### config.mk
export PLATFORM = sky130hd
export DESIGN_NAME = seq_sub_flat
export DESIGN_NICKNAME = d
export VERILOG_FILES = /design/src/rtl/seq_sub_if.sv /design/src/rtl/seq_sub.sv /design/src/flat_wrapper.sv
export SDC_FILE = /design/constraint.sdc
export NUM_CORES = 1
export LEC_CHECK = 0
export CORE_UTILIZATION = 40
export CTS_BUF_LIST = sky130_fd_sc_hd__clkbuf_2
export DETAILED_ROUTE_END_ITERATION = 7
export GPL_ROUTABILITY_DRIVEN = 0
export PLACE_DENSITY = 0.65
export SYNTH_ARGS = -nofsm -noshare
export SYNTH_HDL_FRONTEND = slang
export SYNTH_SLANG_ARGS = --single-unit
### constraint.sdc
create_clock -name clk -period 4.6 [get_ports clk]
set_input_delay 0.92 -clock clk [delete_from_list [all_inputs] [get_ports clk]]
set_output_delay 0.92 -clock clk [all_outputs]
set_load 0.01 [all_outputs]
### src/rtl/seq_sub_if.sv
// Operand/result handshake bundle for the sequential subtractor.
// The producer/consumer side uses master; the subtractor uses slave.
interface seq_sub_if #(
  parameter int WIDTH = 32
);
  logic             in_valid;
  logic             in_ready;
  logic [WIDTH-1:0] a;
  logic [WIDTH-1:0] b;
  logic             b_in;
  logic             out_valid;
  logic             out_ready;
  logic [WIDTH-1:0] diff;
  logic             b_out;
  logic             ovf;
  logic             zero;

  modport master (
    output in_valid, a, b, b_in, out_ready,
    input  in_ready, out_valid, diff, b_out, ovf, zero
  );

  modport slave (
    input  in_valid, a, b, b_in, out_ready,
    output in_ready, out_valid, diff, b_out, ovf, zero
  );
endinterface

### src/rtl/seq_sub.sv
// Multi-cycle a - b - b_in, one 8-bit carry-lookahead slice per clock, LSB first; result after WIDTH/8 cycles.
// Backpressure: result and flags hold in DONE until out_ready; in_ready is high only in IDLE.
module seq_sub #(
  parameter int WIDTH = 32
) (
  input  logic     clk,
  input  logic     rst_n,
  seq_sub_if.slave bus
);
  localparam int SLICES = WIDTH / 8;
  localparam int CW     = (SLICES > 1) ? $clog2(SLICES) : 1;

  if ((WIDTH % 8) != 0 || WIDTH < 8) begin : g_width_check
    $error("seq_sub: WIDTH must be a non-zero multiple of 8");
  end

  typedef enum logic [1:0] {IDLE, CALC, DONE} state_t;

  state_t           state, state_nxt;
  logic [CW-1:0]    cnt;
  logic             borrow;
  logic [WIDTH-1:0] a_q, b_q, diff_q, diff_nxt;
  logic             b_out_q, ovf_q, zero_q;
  logic [7:0]       a_slice, b_slice;
  logic [8:0]       sum;
  logic             last;

  // Flat sum-of-products carries: every carry depends only on g, p and cin.
  function automatic logic [8:0] cla8(input logic [7:0] x, input logic [7:0] y, input logic cin);
    logic [7:0] g, p;
    logic [8:0] c;
    logic       t;
    g    = x & y;
    p    = x ^ y;
    c    = '0;
    c[0] = cin;
    for (int i = 0; i < 8; i++) begin
      c[i+1] = cin;
      for (int j = 0; j <= i; j++) c[i+1] = c[i+1] & p[j];
      for (int j = 0; j <= i; j++) begin
        t = g[j];
        for (int k = j + 1; k <= i; k++) t = t & p[k];
        c[i+1] = c[i+1] | t;
      end
    end
    return {c[8], p ^ c[7:0]};
  endfunction

  always_comb begin
    a_slice  = a_q[8*int'(cnt) +: 8];
    b_slice  = b_q[8*int'(cnt) +: 8];
    sum      = cla8(a_slice, ~b_slice, ~borrow);
    last     = (cnt == CW'(SLICES - 1));
    diff_nxt = diff_q;
    diff_nxt[8*int'(cnt) +: 8] = sum[7:0];
  end

  always_comb begin
    state_nxt = state;
    case (state)
      IDLE:    if (bus.in_valid) state_nxt = CALC;
      CALC:    if (last) state_nxt = DONE;
      DONE:    if (bus.out_ready) state_nxt = IDLE;
      default: state_nxt = IDLE;
    endcase
  end

  always_ff @(posedge clk or negedge rst_n) begin
    if (!rst_n) begin
      state   <= IDLE;
      cnt     <= '0;
      borrow  <= 1'b0;
      a_q     <= '0;
      b_q     <= '0;
      diff_q  <= '0;
      b_out_q <= 1'b0;
      ovf_q   <= 1'b0;
      zero_q  <= 1'b0;
    end else begin
      state <= state_nxt;
      case (state)
        IDLE: begin
          if (bus.in_valid) begin
            a_q    <= bus.a;
            b_q    <= bus.b;
            borrow <= bus.b_in;
            cnt    <= '0;
          end
        end
        CALC: begin
          diff_q <= diff_nxt;
          borrow <= ~sum[8];
          cnt    <= cnt + 1'b1;
          // Flags are taken from the completed result on the final slice edge.
          if (last) begin
            b_out_q <= ~sum[8];
            ovf_q   <= (a_q[WIDTH-1] ^ b_q[WIDTH-1]) & (sum[7] ^ a_q[WIDTH-1]);
            zero_q  <= (diff_nxt == '0);
          end
        end
        default: ;
      endcase
    end
  end

  assign bus.in_ready  = (state == IDLE);
  assign bus.out_valid = (state == DONE);
  assign bus.diff      = diff_q;
  assign bus.b_out     = b_out_q;
  assign bus.ovf       = ovf_q;
  assign bus.zero      = zero_q;
endmodule

### src/flat_wrapper.sv
// flat-port wrapper written by rule: the top's interface ports become plain ports
module seq_sub_flat 
#(
  parameter int WIDTH = 32
)
  (clk, rst_n, bus_in_valid, bus_a, bus_b, bus_b_in, bus_out_ready, bus_in_ready, bus_out_valid, bus_diff, bus_b_out, bus_ovf, bus_zero);
  seq_sub_if #(.WIDTH(WIDTH)) bus_i ();
  input  logic clk;
  input  logic rst_n;
  input wire logic [$bits(bus_i.in_valid)-1:0] bus_in_valid;
  input wire logic [$bits(bus_i.a)-1:0] bus_a;
  input wire logic [$bits(bus_i.b)-1:0] bus_b;
  input wire logic [$bits(bus_i.b_in)-1:0] bus_b_in;
  input wire logic [$bits(bus_i.out_ready)-1:0] bus_out_ready;
  output wire logic [$bits(bus_i.in_ready)-1:0] bus_in_ready;
  output wire logic [$bits(bus_i.out_valid)-1:0] bus_out_valid;
  output wire logic [$bits(bus_i.diff)-1:0] bus_diff;
  output wire logic [$bits(bus_i.b_out)-1:0] bus_b_out;
  output wire logic [$bits(bus_i.ovf)-1:0] bus_ovf;
  output wire logic [$bits(bus_i.zero)-1:0] bus_zero;
  assign bus_i.in_valid = bus_in_valid;
  assign bus_i.a = bus_a;
  assign bus_i.b = bus_b;
  assign bus_i.b_in = bus_b_in;
  assign bus_i.out_ready = bus_out_ready;
  assign bus_in_ready = bus_i.in_ready;
  assign bus_out_valid = bus_i.out_valid;
  assign bus_diff = bus_i.diff;
  assign bus_b_out = bus_i.b_out;
  assign bus_ovf = bus_i.ovf;
  assign bus_zero = bus_i.zero;
  seq_sub #(.WIDTH(WIDTH)) u_core (.clk(clk), .rst_n(rst_n), .bus(bus_i));
endmodule
After elaboration in Yosys (flattened, before gate mapping)
Index checks and enable logic that the tools add are counted.
Storage, ports and cells
  bits in registers: 104
  word-level logic and storage cells: 118
Cells by class
  add/sub/neg operators: 2
  equal/unequal tests: 6
  shift-type cells: 4
  mux-type cells: 9
  bitwise operators: 81
  reduce and logical (&&, ||, !) cells: 7
Operators with widths (number)
  32-bit by 6-bit variable part select with 8-bit output: 2
  1-bit AND: 37
  1-bit bitwise OR: 36
  5-bit negation with 33-bit output: 1
  8-bit by 33-bit variable shift with 32-bit output, first input constant: 1
  8-bit by 33-bit variable part select with 32-bit output: 1
  32-bit bitwise mux: 1
  32-bit zero test: 1
  8-bit XOR: 2
  8-bit AND: 1
  2-bit 2-to-1 mux: 4
  8-bit inverter: 1
  2-bit case mux with 3 select lines: 1
  2-bit AND reduction: 3
  2-bit == test, second input constant: 2
  2-bit inequality test, second input constant: 2
  2-bit case mux with 2 select lines: 1
  3-bit AND reduction: 1
  2-bit by 1-bit adder with 2-bit output, second input constant: 1
  2-bit by 1-bit == test with 1-bit output, second input constant: 1
  2-bit zero test: 1
  2-bit by 1-bit inequality test with 1-bit output, second input constant: 1
  1-bit inverter: 2
  1-bit case mux with 2 select lines: 1
  3 further kinds: 4

Depth between registers and ports, before layout
Gate-level depths: netlist of the first run.
  depth after elaboration: 21
  gate-level depth with buffers: 12

Worst setup path after synthesis of the first run
OpenSTA, ideal clock, no wires.
  kind: reg2reg
  start point: register u_core.cnt[0]
  end point: register u_core.ovf_q (netlist: u_core.bus.ovf)
  library setup time: 0.084 ns
  arrival: 3.537 ns
  required time: 4.516 ns
  setup slack: 0.980 ns
  stages on the path, launching flop included: 12
  path buffers: 2
  cell sequence: dfrtp_1 clkbuf_1 clkbuf_1 mux4_2 ha_1 ha_1 o211ai_2 a21oi_1 o41a_1 o21bai_4 or3b_1 a41oi_2
Between the ends
  longest elaborated chain between the ends: 20
RTL lines
  from (decl): line seq_sub.sv:20  | logic [CW-1:0] cnt;
  from (signal assigned): line seq_sub.sv:93  | cnt <= cnt + 1'b1;
  32-bit by 6-bit variable part select with 8-bit output: line seq_sub.sv:51  | b_slice = b_q[8*int'(cnt) +: 8];
  8-bit inverter: line seq_sub.sv:52  | sum = cla8(a_slice, ~b_slice, ~borrow);
  8-bit XOR: line seq_sub.sv:34  | p = x ^ y;
  1-bit AND (7 in a row): line seq_sub.sv:39  | for (int j = 0; j <= i; j++) c[i+1] = c[i+1] & p[j];
  1-bit bitwise OR (7 in a row): line seq_sub.sv:43  | c[i+1] = c[i+1] | t;
  8-bit XOR: line seq_sub.sv:46  | return {c[8], p ^ c[7:0]};
  1-bit XOR: line seq_sub.sv:97  | ovf_q <= (a_q[WIDTH-1] ^ b_q[WIDTH-1]) & (sum[7] ^ a_q[WIDTH-1]);
  1-bit AND: line seq_sub.sv:97
  to (signal assigned): line seq_sub.sv:97
  to (decl): line seq_sub.sv:23  | logic b_out_q, ovf_q, zero_q;
Several ways; a longest one is shown, not always the timed one.
A chain may end at the register's enable or synchronous reset.

Worst setup path in the final report of the first run
Ends and elaborated chain as after synthesis.

==> key figures, run 1 <==
Outcome
  • Status: finished clean

Clock tree
  • Reg clk slew, reported paths: 0.28 ns
  • Htree depth: 3
  • CTS Buf Count: 9
  • CTS Hold Bufs: 0
  • Post-CTS Resized: 0
  • Clk buf depth: 2
  • CTS Root Cell: clkbuf_2
  • Clk sink count: 104
  • CTS tree: built
  • Clock Latency Late Sink: 0.56 ns
  • Post-CTS setup buffer count: 0

Floorplanning
  • Core box area: 0.0121 sq mm
  • DIE WIDTH: 114 microns
  • Initial Util: 0.413
  • DIE HEIGHT: 114 microns
  • I/O pins: 106
  • Std cell rows: 40
  • Die area: 0.0129 sq mm

Finish
  • Layout cells sized above 1: 0.0832
  • Post-route cell area: 0.00630 sq mm
  • N_diodes: 0
  • Area growth syn-to-layout: 26.4%
  • Util after Layout: 0.522
  • Final #Nets: 693

Critical path
  • Crit path largest cell delay: 0.91 ns
  • Worst path bufs/invs: 1
  • CP Class: register to register
  • Path depth of the worst reg2reg path: 9
  • Critical path capture point type: register
  • WP data arrival: 4.18 ns
  • CP Launch Type: register
  • WP data required: 5.07 ns
  • R2r setup slk: 0.89 ns
  • CP max stage cell: dfrtp_1
  • Crit path max fanout: 14
  • R2R Path End: u_core.bus.ovf
  • Top delay family on crit path: flip-flops
  • Critical-path cell list: buf_4, mux4_2, ha_1, a21oi_1, and2b_4, o41a_1, o21bai_4, or3b_1, a41oi_2
  • FF-to-FF Start: u_core.cnt[0]

STA
  • Final Hold Fails: 0
  • Fmax: 270 MHz
  • RSZ-0062 raised after global routing: false
  • Setup Viol. Count Final: 0
  • Slew HR: 0.358
  • Tmin final: 3.71 ns
  • Clock skew: 0.0396 ns
  • Crit share post-route: 0.806
  • Slew Viols, Final: 0
  • Worst Tran Pin Value: 0.954 ns
  • Fin Setup TNS: 0 ns

Placement
  • DP Wirelength: 9100 microns
  • Dpl cell area: 0.00621 sq mm
  • Port bufs: 105

Logic synthesis
  • Synth Warn #: 0
  • Synth top area share: 0.522
  • Yosys top cell by area: dfrtp_1
  • Count of cell types in the netlist: 50
  • Asr flop ratio synth: 1.00
  • Ys flop type: dfrtp_1
  • Synthesized area per cell: 9.83 sq um
  • Post-synth EDFFs: 0
  • Syn Nets: 592
  • Post-synthesis sequential area ratio: 0.522
  • Syn Std Cell Area: 0.00498 sq mm
  • Flop and latch count out of synthesis: 104
  • Area contributors post-synth: dfrtp_1 (52%), nand2_1 (16%), mux4_2 (7.2%), a22o_1 (4.0%), ha_1 (3.8%)
  • Post-Synthesis Cells: 507

Drt
  • WL final: 12200 microns
  • Vias: 3963
  • DRT Pass-1 Iters: 6
  • # DRC: 0
  • Via/cell ratio: 5.07
  • Initial DRC Count: 177
  • Drt wl/cell: 15.6 microns
  • ANT nets after route: 0

Run
  • Max-cap violations: 0

GRT
  • Initial antenna violation count: 0
  • Vias in the first global route: 3949
  • Largest net degree at the start of global routing: 73
  • Global route overflow: 0
  • Gr usage total: 0.195
  • First-pass GRT wire length: 19500 microns

Power and ir drop
  • Power Density: 812 mW/mm^2
  • P_leak: 2.95 nW
  • Maximum vdd drop: 0.588 mV

Hold path
  • Class of the worst hold path: input port to async pin
[cell usage in the layout (no fill, tap or decap), drive strengths merged, types with 5 or more instances in the layout]
cell type and count:
a21oi 9, a22o 24, buf 8, clkbuf 9, clkdlybuf4s50 104, dfrtp 104
ha 15, inv 15, mux4 16, nand2 213, nand2b 5, nor2 8
nor3 8, nor4 9, o21ai 14
[logic make-up (layout without fill, tap and decap cells)]
group | Yosys count | count (layout) | share of synthesized area
AOI/OAI and AO/OA | 65 | 65 | 0.0999
xor gates and xnor gates | 4 | 4 | 0.00703
buffers and inverters | 35 | 141 | 0.0281
adders and majority gates | 16 | 16 | 0.0417
and+or+nand+nor | 265 | 265 | 0.225
muxes | 18 | 18 | 0.0763
DFF | 104 | 104 | 0.522
[state kept, by name, summed over array words and instances (netlist names)]
| signal | count |
|---|---|
| u_core.bus.zero | 1 |
| u_core.a_q | 32 |
| u_core.state | 2 |
| u_core.bus.b_out | 1 |
| u_core.cnt | 2 |
| u_core.b_q | 32 |
| u_core.bus.diff | 32 |
| u_core.borrow | 1 |
| u_core.bus.ovf | 1 |
[worst reg2reg max path, cell delays in order, from the launching register on]
cell,delay [ns]
dfrtp_1,0.91
buf_4,0.32
mux4_2,0.52
ha_1,0.38
a21oi_1,0.13
and2b_4,0.20
o41a_1,0.35
o21bai_4,0.23
or3b_1,0.41
a41oi_2,0.19
[metrics by stage]
stage	instances	total power, mW	hold WS, ns	setup WS (ns)
detailed placement	765	4.78	0.460	0.937
global placement	765	4.69	0.454	1.01
floorplan	507	3.68	0.440	0.980
global route	781	5.50	0.454	0.679
CTS	781	5.15	0.452	0.850
finish	781	5.11	0.424	0.890
[final cells by class]
| type | count | area, sq um |
|---|---|---|
| fillers | 1133 | 5760 |
| multi-input cells | 368 | 2240 |
| clock buffers | 9 | 45.0 |
| well taps | 168 | 210 |
| repair buffers | 112 | 1100 |
| flip-flops and latches | 104 | 2600 |
| clock inverters | 7 | 46.3 |
| inverters | 13 | 48.8 |
[where the power goes]
group          internal [mW]  leakage, nW  switching [mW]
combinational           1.35         1.56            1.79
clock                 0.0722       0.0578           0.305
sequential              1.29         1.33           0.302
[cells in the mapped netlist, drive strengths merged (2+ instances only)]
master  count
a211oi      2
nor2b       3
xnor2       3
mux4       16
buf         5
o21ai      14
nor2        8
nand3       4
and2b       4
o31ai       2
inv        13
nand2b      5
a22o       24
or4         2
nand2     213
nor4        9
a21oi       9
nor3        8
a31oi       3
or3         3
mux2i       2
clkbuf     17
dfrtp     104
ha         15
[routing by layer]
metal / up-vias / track usage / routed length [microns]
met3: 8 / 0.0383 / 568
li1: 1933 / - / -
met1: 1901 / 0.255 / 5500
met5: - / 0 / 0
met2: 121 / 0.337 / 5980
met4: 0 / 0.0404 / 106
[how the worst max path moves through the flow]
| stage | end | from | cells past startpoint | slack (ns) |
|---|---|---|---|---|
| after global routing | u_core.bus.ovf | u_core.cnt[0] | 9 | 0.68 |
| after floorplan | u_core.bus.ovf | u_core.cnt[0] | 11 | 0.98 |
| after global placement | u_core.bus.ovf | u_core.cnt[0] | 9 | 1.01 |
| after CTS | u_core.bus.ovf | u_core.cnt[0] | 9 | 0.85 |
| final | u_core.bus.ovf | u_core.cnt[0] | 9 | 0.89 |
| after detailed placement | u_core.bus.ovf | u_core.cnt[0] | 9 | 0.94 |
(Power assumes the default switching activity.)
==> run 2, diff against run 1 <==
Clock period 4.6 ns to 3.58 ns, I/O delays scaled along.
==> key figures, run 2 (synthesis results as in run 1) <==
Power and ir drop
  • Switching part of the total: 0.464 (was 0.468)
  • Gate power share: 0.620 (was 0.614)
  • Maximum vdd drop: 0.569 mV (was 0.588 mV)
  • Seq pwr share: 0.300 (was 0.312)
  • Final Power: 6.78 mW (was 5.11 mW)
  • Internal: 3.63 mW (was 2.72 mW)
  • Power Density: 1070 mW/mm^2 (was 812 mW/mm^2)
  • P_leak: 2.98 nW (was 2.95 nW)
  • Clock Power Share: 0.080 (was 0.074)
  • NetSw: 3.14 mW (was 2.39 mW)

GRT
  • Gr usage total: 0.203 (was 0.195)
  • Largest net degree at the start of global routing: 60 (was 73)
  • Vias in the first global route: 3975 (was 3949)
  • Global route overflow: 0 (unchanged)
  • Initial antenna violation count: 0 (unchanged)
  • First-pass GRT wire length: 20100 microns (was 19500 microns)

Critical path
  • CP max stage cell: dfrtp_2 (was dfrtp_1)
  • Crit path max fanout: 8 (was 14)
  • WP data arrival: 3.82 ns (was 4.18 ns)
  • R2r setup slk: 0.27 ns (was 0.89 ns)
  • FF-to-FF Start: u_core.cnt[0] (unchanged)
  • Crit-path most repeated cell: ha_1
  • Crit path largest cell delay: 0.59 ns (was 0.91 ns)
  • Critical path capture point type: register (unchanged)
  • Critical-path cell list: mux4_2, ha_1, ha_1, o211ai_2, a21oi_1, o41a_1, o21bai_4, or3b_1, a41oi_2 (was buf_4, mux4_2, ha_1, a21oi_1, and2b_4, o41a_1, o21bai_4, or3b_1, a41oi_2)
  • R2R Path End: u_core.bus.ovf (unchanged)
  • CP Class: register to register (unchanged)
  • CP Launch Type: register (unchanged)
  • Worst path bufs/invs: 0 (was 1)
  • WP data required: 4.09 ns (was 5.07 ns)
  • Top delay family on crit path: compound AO/OA/AOI/OAI gates (was flip-flops)
  • Path depth of the worst reg2reg path: 9 (unchanged)

Clock tree
  • CTS tree: built (unchanged)
  • Clock Latency Late Sink: 0.58 ns (was 0.56 ns)
  • CTS Root Cell: clkbuf_2 (unchanged)
  • Post-CTS setup buffer count: 0 (unchanged)
  • Clk buf depth: 2 (unchanged)
  • Clk sink count: 104 (unchanged)
  • CTS Buf Count: 9 (unchanged)
  • Reg clk slew, reported paths: 0.27 ns (was 0.28 ns)
  • Htree depth: 3 (unchanged)

Drt
  • # DRC: 0 (unchanged)
  • ANT nets after route: 0 (unchanged)
  • Vias: 3989 (was 3963)
  • Drt wl/cell: 15.7 microns (was 15.6 microns)
  • Initial DRC Count: 238 (was 177)
  • DRT Pass-1 Iters: 5 (was 6)
  • WL final: 12300 microns (was 12200 microns)
  • Via/cell ratio: 5.09 (was 5.07)

Finish
  • # fillers: 1086 (was 1133)
  • N_diodes: 0 (unchanged)
  • Final #Nets: 696 (was 693)
  • Area growth syn-to-layout: 27.7% (was 26.4%)
  • Layout cells sized above 1: 0.0893 (was 0.0832)
  • Most common library cell in the layout ignoring fill and taps: nand2_1 (unchanged)
  • Most frequent cells in the layout: nand2_1 (212), clkdlybuf4s50_1 (104), dfrtp_1 (103) (was nand2_1 (212), clkdlybuf4s50_1 (104), dfrtp_1 (104))

Floorplanning
  • DIE WIDTH: 114 microns (unchanged)
  • Initial Util: 0.413 (unchanged)
  • DIE HEIGHT: 114 microns (unchanged)
  • Std cell rows: 40 (unchanged)
  • Die area: 0.0129 sq mm (unchanged)
  • I/O pins: 106 (unchanged)
  • Core box area: 0.0121 sq mm (unchanged)

STA
  • Fmax: 302 MHz (was 270 MHz)
  • RSZ-0062 raised after global routing: false (unchanged)
  • Clock skew: 0.0214 ns (was 0.0396 ns)
  • Tmin final: 3.31 ns (was 3.71 ns)
  • Setup Viol. Count Final: 0 (unchanged)
  • Final Hold Fails: 0 (unchanged)
  • Slew HR: 0.354 (was 0.358)
  • Fin Setup TNS: 0 ns (unchanged)
  • Worst Tran Pin Value: 0.960 ns (was 0.954 ns)
  • Crit share post-route: 0.924 (was 0.806)
  • Slew Viols, Final: 0 (unchanged)

Hold path
  • Class of the worst hold path: input port to async pin (unchanged)

Placement
  • DP Wirelength: 9210 microns (was 9100 microns)
  • Port bufs: 105 (unchanged)

Outcome
  • Status: finished clean (unchanged)

Run
  • Max-cap violations: 0 (unchanged)
==> run 2: worst register-to-register path, cell delays in order, from the launching register on <==
cell and delay [ns]:
dfrtp_2 0.59, mux4_2 0.58, ha_1 0.31, ha_1 0.21, o211ai_2 0.16, a21oi_1 0.10
o41a_1 0.43, o21bai_4 0.24, or3b_1 0.41, a41oi_2 0.20
==> run 2: metrics by stage <==
step | util | std cells | cell area, sq um | worst slack (ns) | hold slack (ns)
6_report | 0.527 | 784 | 6360 | 0.270 | 0.0900
5_1_grt | 0.527 | 784 | 6360 | 0.110 | 0.0632
4_1_cts | 0.527 | 784 | 6360 | 0.131 | 0.0610
3_5_place_dp | 0.518 | 768 | 6250 | 0.218 | 0.464
3_3_place_gp | 0.518 | 768 | 6250 | 0.280 | 0.457
2_1_floorplan | - | 507 | 4980 | 0.0582 | 0.420
==> run 2: power by group through the flow <==
stage,Combinational (mW),Clock (mW),Sequential (mW)
detailed placement,4.18,0,2.06
global placement,4.07,0,2.07
CTS,4.20,0.556,2.04
finish,4.20,0.541,2.04
global route,4.58,0.600,2.09
floorplan,2.77,0,1.96
==> run 2: worst max-delay path by stage <==
stage / cells past startpoint / slack (ns) / endpoint / start
4_1_cts: 9 / 0.13 / u_core.bus.ovf / u_core.cnt[0]
3_3_place_gp: 9 / 0.28 / u_core.bus.ovf / u_core.cnt[0]
3_5_place_dp: 9 / 0.22 / u_core.bus.ovf / u_core.cnt[0]
5_1_grt: 9 / 0.11 / u_core.bus.ovf / u_core.cnt[0]
6_report: 9 / 0.27 / u_core.bus.ovf / u_core.cnt[0]
2_1_floorplan: 12 / 0.06 / u_core.bus.ovf / u_core.cnt[0]
==> run 2: final cells by class <==
| class | instances | area (sq um) | area share |
|---|---|---|---|
| clock buffer | 9 | 45.0 | 0.00708 |
| clock inverter | 7 | 62.6 | 0.00983 |
| inverter | 13 | 48.8 | 0.00767 |
| multi-input combinational | 368 | 2240 | 0.353 |
| sequential | 104 | 2600 | 0.409 |
| tap | 168 | 210 | 0.0330 |
| timing repair buffer | 115 | 1150 | 0.181 |
==> run 2: layer usage <==
metal	part of all wire	wire, microns	GRT usage	vias to the layer above
met3	0.042	515	0.0345	19
met4	0.019	239	0.0719	0
li1	-	-	-	1931
met1	0.45	5540	0.268	1931
met5	0	0	0	-
met2	0.49	6030	0.337	108
==> run 2: repair_timing <==
item | in CTS | in global routing
resized for setup | 0 | 1
endpoints found under the setup margin | 0 | 1
hold buffers | 0 | 0
